[src/rtl/ring_freq_meter.sv]
// Gated frequency meter: counts rising edges of one selected oscillator
// input over a programmable window of clk cycles.
module ring_freq_meter #(
    parameter int CNT_W         = 16,
    parameter int GATE_MIN_LOG2 = 10
) (
    input  logic             clk,
    input  logic             rst_n,
    input  logic [3:0]       osc_in,
    input  logic [1:0]       sel,
    input  logic [1:0]       gate_sel,
    input  logic             start,
    output logic             busy,
    output logic             done,
    output logic             valid,
    output logic             ovf,
    output logic [CNT_W-1:0] result
);

    localparam int GW = GATE_MIN_LOG2 + 3;
    localparam logic [GW:0] ONE_G = 1;

    typedef enum logic [1:0] {
        S_IDLE,
        S_ARM,
        S_COUNT,
        S_DONE
    } state_t;

    state_t           r_state;
    state_t           w_next;
    logic [1:0]       r_sel_q;
    logic [1:0]       r_gsel_q;
    logic             r_sync1;
    logic             r_sync2;
    logic             r_hist;
    logic [1:0]       r_arm;
    logic [GW-1:0]    r_gate;
    logic [CNT_W-1:0] r_cnt;
    logic             r_ovf_int;
    logic             r_done;
    logic             r_valid;
    logic             r_ovf;
    logic [CNT_W-1:0] r_result;

    logic             w_rise;
    logic             w_inc;
    logic             w_sat;
    logic [CNT_W-1:0] w_cnt_next;
    logic [GW:0]      w_gate_full;
    logic [GW-1:0]    w_gate_max;
    logic             w_arm_end;
    logic             w_gate_end;

    assign w_rise      = r_sync2 & ~r_hist;
    assign w_inc       = (r_state == S_COUNT) && w_rise;
    assign w_sat       = w_inc && (&r_cnt);
    assign w_cnt_next  = (w_inc && !(&r_cnt)) ? r_cnt + 1'b1 : r_cnt;
    // G = 2^(min+gsel); wraps to all-ones in GW bits for the largest gate.
    assign w_gate_full = ONE_G << (GATE_MIN_LOG2 + int'(r_gsel_q));
    assign w_gate_max  = GW'(w_gate_full - ONE_G);
    assign w_arm_end   = (r_state == S_ARM) && (r_arm == 2'd2);
    assign w_gate_end  = (r_state == S_COUNT) && (r_gate == w_gate_max);

    always_ff @(posedge clk or negedge rst_n) begin
        if (!rst_n) begin
            r_state <= S_IDLE;
        end else begin
            r_state <= w_next;
        end
    end

    always_comb begin
        w_next = r_state;
        unique case (r_state)
            S_IDLE:  if (start) w_next = S_ARM;
            S_ARM:   if (w_arm_end) w_next = S_COUNT;
            S_COUNT: if (w_gate_end) w_next = S_DONE;
            S_DONE:  w_next = S_IDLE;
            default: w_next = S_IDLE;
        endcase
    end

    always_ff @(posedge clk or negedge rst_n) begin
        if (!rst_n) begin
            r_sel_q   <= '0;
            r_gsel_q  <= '0;
            r_sync1   <= 1'b0;
            r_sync2   <= 1'b0;
            r_hist    <= 1'b0;
            r_arm     <= '0;
            r_gate    <= '0;
            r_cnt     <= '0;
            r_ovf_int <= 1'b0;
            r_done    <= 1'b0;
            r_valid   <= 1'b0;
            r_ovf     <= 1'b0;
            r_result  <= '0;
        end else begin
            r_sync1 <= osc_in[r_sel_q];
            r_sync2 <= r_sync1;
            r_hist  <= r_sync2;
            r_done  <= 1'b0;
            unique case (r_state)
                S_IDLE: begin
                    if (start) begin
                        r_sel_q   <= sel;
                        r_gsel_q  <= gate_sel;
                        r_cnt     <= '0;
                        r_ovf_int <= 1'b0;
                        r_valid   <= 1'b0;
                        r_ovf     <= 1'b0;
                        r_arm     <= '0;
                    end
                end
                S_ARM: begin
                    r_arm  <= r_arm + 1'b1;
                    r_gate <= '0;
                end
                S_COUNT: begin
                    r_cnt     <= w_cnt_next;
                    r_ovf_int <= r_ovf_int | w_sat;
                    r_gate    <= r_gate + 1'b1;
                    // Publish on the edge entering DONE, last increment included.
                    if (w_gate_end) begin
                        r_result <= w_cnt_next;
                        r_ovf    <= r_ovf_int | w_sat;
                        r_valid  <= 1'b1;
                        r_done   <= 1'b1;
                    end
                end
                default: ;
            endcase
        end
    end

    assign busy   = (r_state != S_IDLE);
    assign done   = r_done;
    assign valid  = r_valid;
    assign ovf    = r_ovf;
    assign result = r_result;

endmodule

[config.mk]
export PLATFORM = sky130hd
export DESIGN_NAME = ring_freq_meter
export DESIGN_NICKNAME = d
export VERILOG_FILES = /design/src/rtl/ring_freq_meter.sv
export SDC_FILE = /design/constraint.sdc
export NUM_CORES = 1
export LEC_CHECK = 0
export ABC_AREA = 1
export BUFFER_PORTS_ARGS = -buffer_cell sky130_fd_sc_hd__buf_4
export CORE_ASPECT_RATIO = 0.8
export CORE_UTILIZATION = 35
export DETAILED_ROUTE_END_ITERATION = 7
export GPL_TIMING_DRIVEN = 0
export PLACE_DENSITY = 0.53
export SLEW_MARGIN = 20
export SYNTH_ARGS = -nofsm -noshare
export SYNTH_HDL_FRONTEND = slang
export SYNTH_SLANG_ARGS = --single-unit
[constraint.sdc]
create_clock -name clk -period 3.7 [get_ports clk]
set_input_delay 0.37 -clock clk [delete_from_list [all_inputs] [get_ports clk]]
set_output_delay 0.37 -clock clk [all_outputs]
set_load 0.02 [all_outputs]
==> results.sh, run 1 <==
export IMPL_async_reset_ff_share_pct=100.0
export IMPL_finalHoldWorstSlack_ns=0.1220
export IMPL_cts_root_buf="clkbuf_16"
export IMPL_netlist_instances=452
export IMPL_peakVddDrop_uv=239.8
export IMPL_hp_class="in -> async"
export IMPL_grt_pass1_vias=2583
export IMPL_arrival_ns=2.26
export IMPL_synth_top_area_cell="dfrtp_1"
export IMPL_slew_limit_headroom_pct=48.76
export IMPL_cts_clk_slew_worst_paths_ns=0.06
export IMPL_outcome="complete, no violations"
export IMPL_grt_usage_pct=17.24
export IMPL_pre_cts_ws_ns=1.652
export IMPL_synth_seq_cells=60
export IMPL_clkPwrFrac_pct=40.1
export IMPL_synth_nets=469
export IMPL_rsz0062_at_grt="no"
export IMPL_port_buffers=30
export IMPL_finalHoldViolCount=0
export IMPL_cts_tree="built"
export IMPL_path_class="reg -> reg"
export IMPL_cp_max_fo=10
export IMPL_clockBufferDepth=2
export IMPL_crit_path_end_kind="flip-flop"
export IMPL_synthToLayoutAreaGrowth_pct=21.31
export IMPL_timing_final_ws_setup_ns=1.654
export IMPL_antenna_cells=0
export IMPL_cts_made_buffers=9
export IMPL_synth_avg_cell_area_sq_um=7.222
export IMPL_p_per_area_mw_per_mm2=573.5
export IMPL_cts_resized_gates=0
export IMPL_post_cts_buffers=0
export IMPL_grt_pass1_wl_um=12570
export IMPL_die_x_um=110.0
export IMPL_drc=0
export IMPL_clock_skew_ns=0.003861
export IMPL_total_power_mw=2.271
export IMPL_startpoint_type="flip-flop"
export IMPL_nNetsFinal=510
export IMPL_firstDrtPassIters=4
export IMPL_p_int_mw=1.505
export IMPL_cp_required_ns=3.91
export IMPL_coreArea_sq_mm=0.009037
export IMPL_ys_seq_area_share_pct=45.99
export IMPL_drive_above_1_share_pct=13.86
export IMPL_antenna_found_initial=0
export IMPL_io_pins=31
export IMPL_setup_viol=0
export IMPL_clk_latency_ns=0.33
export IMPL_wl_per_cell_um=12.10
export IMPL_synthFlopType="dfrtp_1"
export IMPL_yosys_area_top_type_share_pct=45.99
export IMPL_utilization_pct=43.82
export IMPL_grt_max_degree=61
export IMPL_yosys_warnings=0
export IMPL_power_switching_share_pct=33.74
export IMPL_vias=2824
export IMPL_htree_levels=3
export IMPL_dieHeight_um=88.38
export IMPL_drt_iter0_drc=104
export IMPL_pwr_share_seq_pct=34.7
export IMPL_synth_distinct_cells=30
export IMPL_dieArea_sq_mm=0.009720
export IMPL_maxSlewViolCount=0
export IMPL_clock_sink_count=60
export IMPL_ant_nets=0
export IMPL_worstMarginPinSlew_ns=0.7628
export IMPL_dp_hpwl_um=5312
export IMPL_overflow=0
export IMPL_viasPerCell=4.607
export IMPL_syn_cell_area_sq_mm=0.003264
export IMPL_tns_ns=0
export IMPL_p_comb_share_pct=25.2
export IMPL_drt_total_wl_um=7415
export IMPL_rows=31
export IMPL_synth_area_top_cells="dfrtp_1, nand2_1, inv_1, nor2_1, nand3_1"
export IMPL_post_layout_nonfiller_instances=613
export IMPL_power_switching_mw=0.7663
export IMPL_dpl_cell_area_sq_mm=0.003633
export IMPL_synth_edff_count=0
export IMPL_ctsHoldBuffers=0
export IMPL_fin_area_sq_mm=0.003960
export IMPL_drv_cap=0
export IMPL_fmax_mhz=488.7
export IMPL_start_util_pct=36.12
export IMPL_dp_cells=597
export IMPL_layout_min_cycle_time_ns=2.046
export IMPL_p_leak_nw=2.011
export IMPL_place_gp_congestion=0.8703
export IMPL_finalCritPeriodShare_pct=55.31
==> synth_stat cells, types with 2 or more instances <==
master	number
nand2_1	209
dfrtp_1	60
inv_1	43
nor2_1	40
nand3_1	18
o21ai_0	16
nand4_1	9
a21oi_1	8
ha_1	6
nor3_1	5
buf_6	4
nand2_2	3
nor2_2	3
nor2_4	3
o21ai_2	3
xnor2_1	3
xor2_1	3
buf_2	2
nand3b_1	2
or2_2	2
==> power groups by stage <==
stage / Clock [mW] / Combinational, mW / Sequential [mW]
after floorplan: 0 / 0.408 / 0.787
after global placement: 0 / 0.566 / 0.798
after detailed placement: 0 / 0.573 / 0.800
after CTS: 0.936 / 0.576 / 0.790
after global routing: 0.971 / 0.656 / 0.799
final: 0.911 / 0.571 / 0.789
==> registers in the layout, summed over array words and instances (netlist names), 2 cells and up <==
name and cells:
r_state 2, result 16, r_arm 2, r_gsel_q 2, r_gate 13, r_sel_q 2
r_cnt 16
==> critical path: stages, from the launching register on <==
cell     delay, ns
dfrtp_1       0.40
inv_1         0.09
ha_1          0.16
buf_6         0.15
inv_1         0.12
o21ai_1       0.38
inv_1         0.25
buf_2         0.26
nand2_1       0.08
nand2_1       0.06
==> final timing paths <==
path / to / depth (start not counted) / slack [ns] / start
max: r_cnt[13]$_DFFE_PN0P_ / 9 / 1.65 / r_state[0]$_DFFE_PN0P_
min: result[4]$_DFFE_PN0P_ / 1 / 0.12 / rst_n
min reg2reg: r_sync2$_DFF_PN0_ / 0 / 0.35 / r_sync1$_DFF_PN0_
max reg2reg: r_cnt[13]$_DFFE_PN0P_ / 9 / 1.65 / r_state[0]$_DFFE_PN0P_
max in group asynchronous: result[13]$_DFFE_PN0P_ / 1 / 3.07 / rst_n
min in group clk: r_sel_q[1]$_DFFE_PN0P_ / 3 / 0.23 / sel[1]
==> kinds of logic (layout without fill, tap and decap cells) <==
kind of cell / count (synthesis) / in the layout / synth area share (%)
XOR/XNOR: 6 / 6 / 1.610
flip-flops: 60 / 60 / 45.99
buffers and inverters: 52 / 98 / 7.090
adder cells (fa/ha/maj): 6 / 6 / 2.300
AND/OR/NAND/NOR: 296 / 296 / 37.45
AO/OA/AOI/OAI: 32 / 32 / 5.558
==> layout by cell type (no fill, tap or decap), drive strengths merged <==
cell type / synthesis / routed
bufinv: 0 / 2
nand3b: 2 / 2
a21boi: 1 / 1
inv: 44 / 44
clkbuf: 1 / 11
and3: 1 / 1
o21bai: 1 / 1
nand3: 18 / 18
or2: 2 / 2
xnor2: 3 / 3
o22ai: 1 / 1
nor3: 5 / 5
ha: 6 / 6
nor2: 46 / 46
clkinvlp: 0 / 3
a32oi: 1 / 1
o21ai: 20 / 20
nand4: 9 / 9
xor2: 3 / 3
nand2: 213 / 213
buf: 7 / 37
a21oi: 8 / 8
clkinv: 0 / 1
dfrtp: 60 / 60
==> metal layers <==
| metal | track usage (%) | routed length (um) | vias up |
|---|---|---|---|
| met5 | 0 | 0 | - |
| met4 | 6.182 | 82 | 0 |
| met1 | 25.10 | 4012 | 1274 |
| met3 | 4.124 | 374 | 6 |
| met2 | 24.72 | 2947 | 60 |
| li1 | - | - | 1484 |
==> layout make-up <==
type	instances	area, sq um
Tap cell	115	143.9
Inverter	44	165.2
Timing Repair Buffer	30	225.2
Sequential cell	60	1501
Buffer	8	66.31
Clock inverter	6	87.58
Fill cell	954	5077
Clock buffer	10	239.0
Multi-Input combinational cell	340	1531
Note: power is estimated with default switching activity, not from simulation.
==> run 2: changes to the inputs <==
==> constraint.sdc (replaced) <==
create_clock -name clk -period 2 [get_ports clk]
set_input_delay 0.2 -clock clk [delete_from_list [all_inputs] [get_ports clk]]
set_output_delay 0.2 -clock clk [all_outputs]
set_load 0.02 [all_outputs]
==> run 2 against run 1 <==
Against the previous run: via count is 0.46% higher; final area is 1.4% higher; global-route usage hardly changed; wire length is 0.12% higher; sequential cell count stayed put; non-clock buffer count is 2 higher; total power is 88% higher; first-iteration DRC count is 27% higher; die area stayed put; sequential share of layout area is 0.53 points lower; count of clock-buffer cells in the layout stayed put; critical endpoint unchanged; highest routed layer unchanged.
==> results.sh, run 2 (same netlist as run 1, synthesis figures left out) <==
export IMPL_outcome="complete, no violations"
export IMPL_cp_max_fo=10
export IMPL_r2r_start="r_state[0]$_DFFE_PN0P_"
export IMPL_clockBufferDepth=2
export IMPL_cts_clk_slew_worst_paths_ns=0.06
export IMPL_reg2reg_depth=11
export IMPL_clock_skew_ns=0.003859
export IMPL_fmax_mhz=540.7
export IMPL_crit_start="r_state[0]$_DFFE_PN0P_"
export IMPL_grt_usage_pct=17.29
export IMPL_clk_latency_ns=0.33
export IMPL_wl_per_cell_um=12.07
export IMPL_start_util_pct=36.12
export IMPL_cp_required_ns=2.21
export IMPL_layout_min_cycle_time_ns=1.850
export IMPL_hp_class="in -> reg"
export IMPL_p_leak_nw=2.027
export IMPL_viasPerCell=4.613
export IMPL_dieHeight_um=88.38
export IMPL_grt_max_degree=61
export IMPL_path_class="reg -> reg"
export IMPL_finalHoldViolCount=0
export IMPL_cts_tree="built"
export IMPL_port_buffers=30
export IMPL_die_x_um=110.0
export IMPL_arrival_ns=2.06
export IMPL_grt_pass1_vias=2597
export IMPL_antenna_found_initial=0
export IMPL_dp_hpwl_um=5312
export IMPL_endpoint="r_cnt[13]$_DFFE_PN0P_"
export IMPL_drv_cap=0
export IMPL_drt_total_wl_um=7424
export IMPL_coreArea_sq_mm=0.009037
export IMPL_final_common_cell="nand2_1"
export IMPL_antenna_cells=0
export IMPL_firstDrtPassIters=4
export IMPL_ant_nets=0
export IMPL_place_gp_congestion=0.8703
export IMPL_htree_levels=3
export IMPL_p_per_area_mw_per_mm2=1062
export IMPL_maxSlewViolCount=0
export IMPL_slew_limit_headroom_pct=48.47
export IMPL_rows=31
export IMPL_peakVddDrop_uv=445.0
export IMPL_crit_path_end_kind="flip-flop"
export IMPL_rsz0062_at_grt="no"
export IMPL_io_pins=31
export IMPL_r2r_setup_slack_ns=0.15
export IMPL_cts_root_buf="clkbuf_16"
export IMPL_dieArea_sq_mm=0.009720
export IMPL_drive_above_1_share_pct=15.40
export IMPL_vias=2837
export IMPL_cts_made_buffers=9
export IMPL_startpoint_type="flip-flop"
export IMPL_finalCritPeriodShare_pct=92.48
export IMPL_synthToLayoutAreaGrowth_pct=23.04
export IMPL_dp_cells=597
export IMPL_overflow=0
export IMPL_grt_pass1_wl_um=12610
export IMPL_setup_viol=0
export IMPL_worstMarginPinSlew_ns=0.7730
export IMPL_nNetsFinal=512
export IMPL_drc=0
export IMPL_r2r_end="r_cnt[13]$_DFFE_PN0P_"
export IMPL_post_layout_nonfiller_instances=615
export IMPL_clock_sink_count=60
export IMPL_total_power_mw=4.267
export IMPL_drt_iter0_drc=132
export IMPL_final_cell_mix="nand2_1, dfrtp_1, inv_1, nor2_1, buf_4"
[run 2: changes by cell type in the layout (fill, tap and decap cells not counted), sizes merged]
cell	before	now
clkbuf	11	12
dlygate4sd3	0	1
[run 2: power by group]
| part | total [mW] | switching [mW] | internal (mW) |
|---|---|---|---|
| sequential | 1.46 | 0.104 | 1.36 |
| combinational | 1.12 | 0.778 | 0.344 |
| clock | 1.69 | 0.565 | 1.12 |
| total | 4.27 | 1.45 | 2.82 |
[run 2: metal layers]
metal	vias up	GRT usage, %	wire length, um
met4	0	6.182	80
met2	41	24.89	3025
met3	6	4.124	281
met1	1298	25.10	4037
met5	-	0	0
li1	1492	-	-
[run 2: worst min path at each step]
| stage | from | end | cells past startpoint |
|---|---|---|---|
| 3_3_place_gp | rst_n | result[3]$_DFFE_PN0P_ | 1 |
| 5_1_grt | sel[1] | r_sel_q[1]$_DFFE_PN0P_ | 3 |
| 4_1_cts | sel[1] | r_sel_q[1]$_DFFE_PN0P_ | 3 |
| 6_report | sel[1] | r_sel_q[1]$_DFFE_PN0P_ | 3 |
| 3_5_place_dp | rst_n | result[4]$_DFFE_PN0P_ | 1 |
| 2_1_floorplan | rst_n | done$_DFF_PN0_ | 0 |
[run 2: what timing repair did]
| action | CTS | global route |
|---|---|---|
| hold buffers | 1 | 0 |
| gates resized for setup | 2 | 10 |
| hold endpoints to repair | 60 | 0 |
| pin swaps | 0 | 2 |
| setup buffers | 0 | 1 |
| setup endpoints to repair | 11 | 35 |
[run 2: layout make-up]
class,instances,area (sq um)
clock buffer,10,239.0
fill,952,5021
inverter,44,165.2
multi-input combinational,340,1563
buffer,8,73.82
sequential,60,1501
timing repair buffer,32,242.7
clock inverter,6,87.58
tap,115,143.9
[run 2: per-stage QoR]
stage	setup TNS [ns]	area (sq um)	hold WS, ns	util, %	setup slack [ns]
2_1_floorplan	0	3264	-0.09559	-	0.3189
3_3_place_gp	-0.5936	3633	0.3316	40.20	-0.06384
3_5_place_dp	-0.4060	3633	0.3406	40.20	-0.04770
4_1_cts	0	3979	0.05721	44.03	0.03457
5_1_grt	0	4016	0.08151	44.44	0.001765
6_report	0	4016	0.06377	44.44	0.1505
[run 2: worst max-delay path: stages (launching register included)]
cell and delay [ns]:
dfrtp_1 0.40, inv_1 0.09, ha_1 0.16, buf_6 0.15, nand2_4 0.05, nor2_4 0.13, inv_1 0.10, nor2_4 0.22
buf_8 0.18, nand3_1 0.10, nand3_1 0.10, nand2_1 0.06
==> run 3: changes to the inputs <==
--- a/config.mk
+++ b/config.mk
@@ -12,6 +12,7 @@
 export DETAILED_ROUTE_END_ITERATION = 7
 export GPL_TIMING_DRIVEN = 0
 export PLACE_DENSITY = 0.53
+export REMOVE_ABC_BUFFERS = 1
 export SLEW_MARGIN = 20
 export SYNTH_ARGS = -nofsm -noshare
 export SYNTH_HDL_FRONTEND = slang
==> run 3 against run 2 <==
Against the previous run: hold slack better by 0.0019 ns; non-clock buffer count is 6 lower; register-to-register slack better by 0.06 ns; clock skew is 0.0055 ns higher; total power is 5.1% lower; combinational power hardly changed; via count is 1.2% higher; sequential cell count stayed put; count of clock-buffer cells in the layout is 1 higher; global-route usage hardly changed; critical endpoint is now r_cnt[2]$_DFFE_PN0P_; highest routed layer unchanged.
==> results.sh, run 3 (same netlist as run 1, synthesis figures left out) <==
export IMPL_outcome="complete, no violations"
export IMPL_num_fill_cells=920
export IMPL_cp_slowest_stage_delay_ns=0.40
export IMPL_firstDrtPassIters=4
export IMPL_startpoint_type="flip-flop"
export IMPL_cts_root_buf="clkbuf_16"
export IMPL_layout_min_cycle_time_ns=1.787
export IMPL_grt_pass1_wl_um=12790
export IMPL_viasPerCell=4.713
export IMPL_hold_end="r_sel_q[1]$_DFFE_PN0P_"
export IMPL_clk_latency_ns=0.33
export IMPL_cp_max_fo=16
export IMPL_drt_iter0_drc=109
export IMPL_p_per_area_mw_per_mm2=1020
export IMPL_worst_path_max_delay_cell="dfrtp_1"
export IMPL_crit_start="r_state[0]$_DFFE_PN0P_"
export IMPL_synthToLayoutAreaGrowth_pct=21.69
export IMPL_grt_usage_pct=17.32
export IMPL_clock_sink_count=60
export IMPL_cp_required_ns=2.22
export IMPL_antenna_found_initial=0
export IMPL_overflow=0
export IMPL_min_from="sel[1]"
export IMPL_drive_above_1_share_pct=14.57
export IMPL_reg2reg_depth=7
export IMPL_crit_family="buffers and inverters"
export IMPL_total_power_mw=4.050
export IMPL_fmax_mhz=559.5
export IMPL_cts_clk_slew_worst_paths_ns=0.06
export IMPL_peakVddDrop_uv=636.0
export IMPL_nNetsFinal=506
export IMPL_slew_limit_headroom_pct=47.44
export IMPL_cts_tree="built"
export IMPL_grt_max_degree=61
export IMPL_port_buffers=30
export IMPL_start_util_pct=36.12
export IMPL_die_x_um=110.0
export IMPL_dp_cells=589
export IMPL_setup_viol=0
export IMPL_finalCritPeriodShare_pct=89.37
export IMPL_antenna_cells=0
export IMPL_finalHoldWorstSlack_ns=0.06571
export IMPL_grt_pass1_vias=2749
export IMPL_holdPathStages=3
export IMPL_place_gp_congestion=0.7653
export IMPL_p_leak_nw=1.982
export IMPL_final_common_cell="nand2_1"
export IMPL_r2r_end="r_cnt[2]$_DFFE_PN0P_"
export IMPL_crit_path_end_kind="flip-flop"
export IMPL_drt_total_wl_um=7342
export IMPL_crit_path_cell_trace="inv_1 > ha_4 > inv_1 > o21ai_2 > inv_2 > nand2_1 > nand2_1"
export IMPL_clockBufferDepth=2
export IMPL_finalHoldViolCount=0
export IMPL_crit_buf_inv=3
export IMPL_arrival_ns=2.01
export IMPL_path_class="reg -> reg"
export IMPL_rows=31
export IMPL_tns_ns=0
export IMPL_utilization_pct=43.96
export IMPL_coreArea_sq_mm=0.009037
export IMPL_hp_class="in -> reg"
export IMPL_wl_per_cell_um=12.06
export IMPL_r2r_start="r_state[0]$_DFFE_PN0P_"
export IMPL_vias=2870
export IMPL_r2r_setup_slack_ns=0.21
export IMPL_dp_hpwl_um=4976
export IMPL_post_layout_nonfiller_instances=609
export IMPL_drc=0
export IMPL_dieHeight_um=88.38
export IMPL_drv_cap=0
export IMPL_maxSlewViolCount=0
export IMPL_htree_levels=3
export IMPL_ant_nets=0
export IMPL_cts_made_buffers=9
export IMPL_final_cell_mix="nand2_1, dfrtp_1, inv_1, nor2_1, buf_4"
export IMPL_io_pins=31
export IMPL_clock_skew_ns=0.009357
export IMPL_worstMarginPinSlew_ns=0.7884
export IMPL_dieArea_sq_mm=0.009720
run 3: power by group:
part	internal, mW	total, mW	switching, mW
logic	0.357	1.12	0.760
registers	1.36	1.47	0.112
clock network	0.904	1.47	0.561
total	2.62	4.05	1.43
run 3: metal layers:
layer,GRT usage (%),vias to the layer above,share of wire (%)
met4,6.545,0,1.4
li1,-,1481,-
met2,26.59,45,42
met5,0,-,0
met3,4.050,8,3.8
met1,23.73,1336,53
run 3: tightest hold or removal path, stage by stage:
cell,delay (ns)
buf_4,0.08
nand2_1,0.04
nand2_1,0.05
run 3: how the worst max path moves through the flow:
stage                       endpoint  cells past startpoint
3_5_place_dp   result[7]$_DFFE_PN0P_                      9
3_3_place_gp   r_cnt[13]$_DFFE_PN0P_                      6
2_1_floorplan  r_cnt[13]$_DFFE_PN0P_                      9
5_1_grt        result[7]$_DFFE_PN0P_                     11
6_report        r_cnt[2]$_DFFE_PN0P_                      7
4_1_cts         r_cnt[3]$_DFFE_PN0P_                      7
run 3: area by class of cell:
cell class | instances | area (sq um) | share of cell area (%)
Timing Repair Buffer | 34 | 282.8 | 7.118
Inverter | 44 | 165.2 | 4.157
Clock inverter | 5 | 36.28 | 0.9134
Tap cell | 115 | 143.9 | 3.622
Clock buffer | 11 | 252.7 | 6.362
Multi-Input combinational cell | 340 | 1590 | 40.03
Sequential cell | 60 | 1501 | 37.80
run 3: through the flow:
step | worst slack (ns) | cell area [sq um]
after CTS | 0.01221 | 3915
after global routing | -0.008529 | 3973
after global placement | -0.4073 | 3567
after floorplan | 0.1743 | 3198
after detailed placement | -0.3636 | 3570
final | 0.2126 | 3973
run 3: what timing repair did:
item,4_1_cts,5_1_grt
buffers inserted,2,1
hold buffers,1,0
pin swaps,1,1
setup endpoints to repair,30,38
gates resized for setup,5,7
hold endpoints to repair,60,0
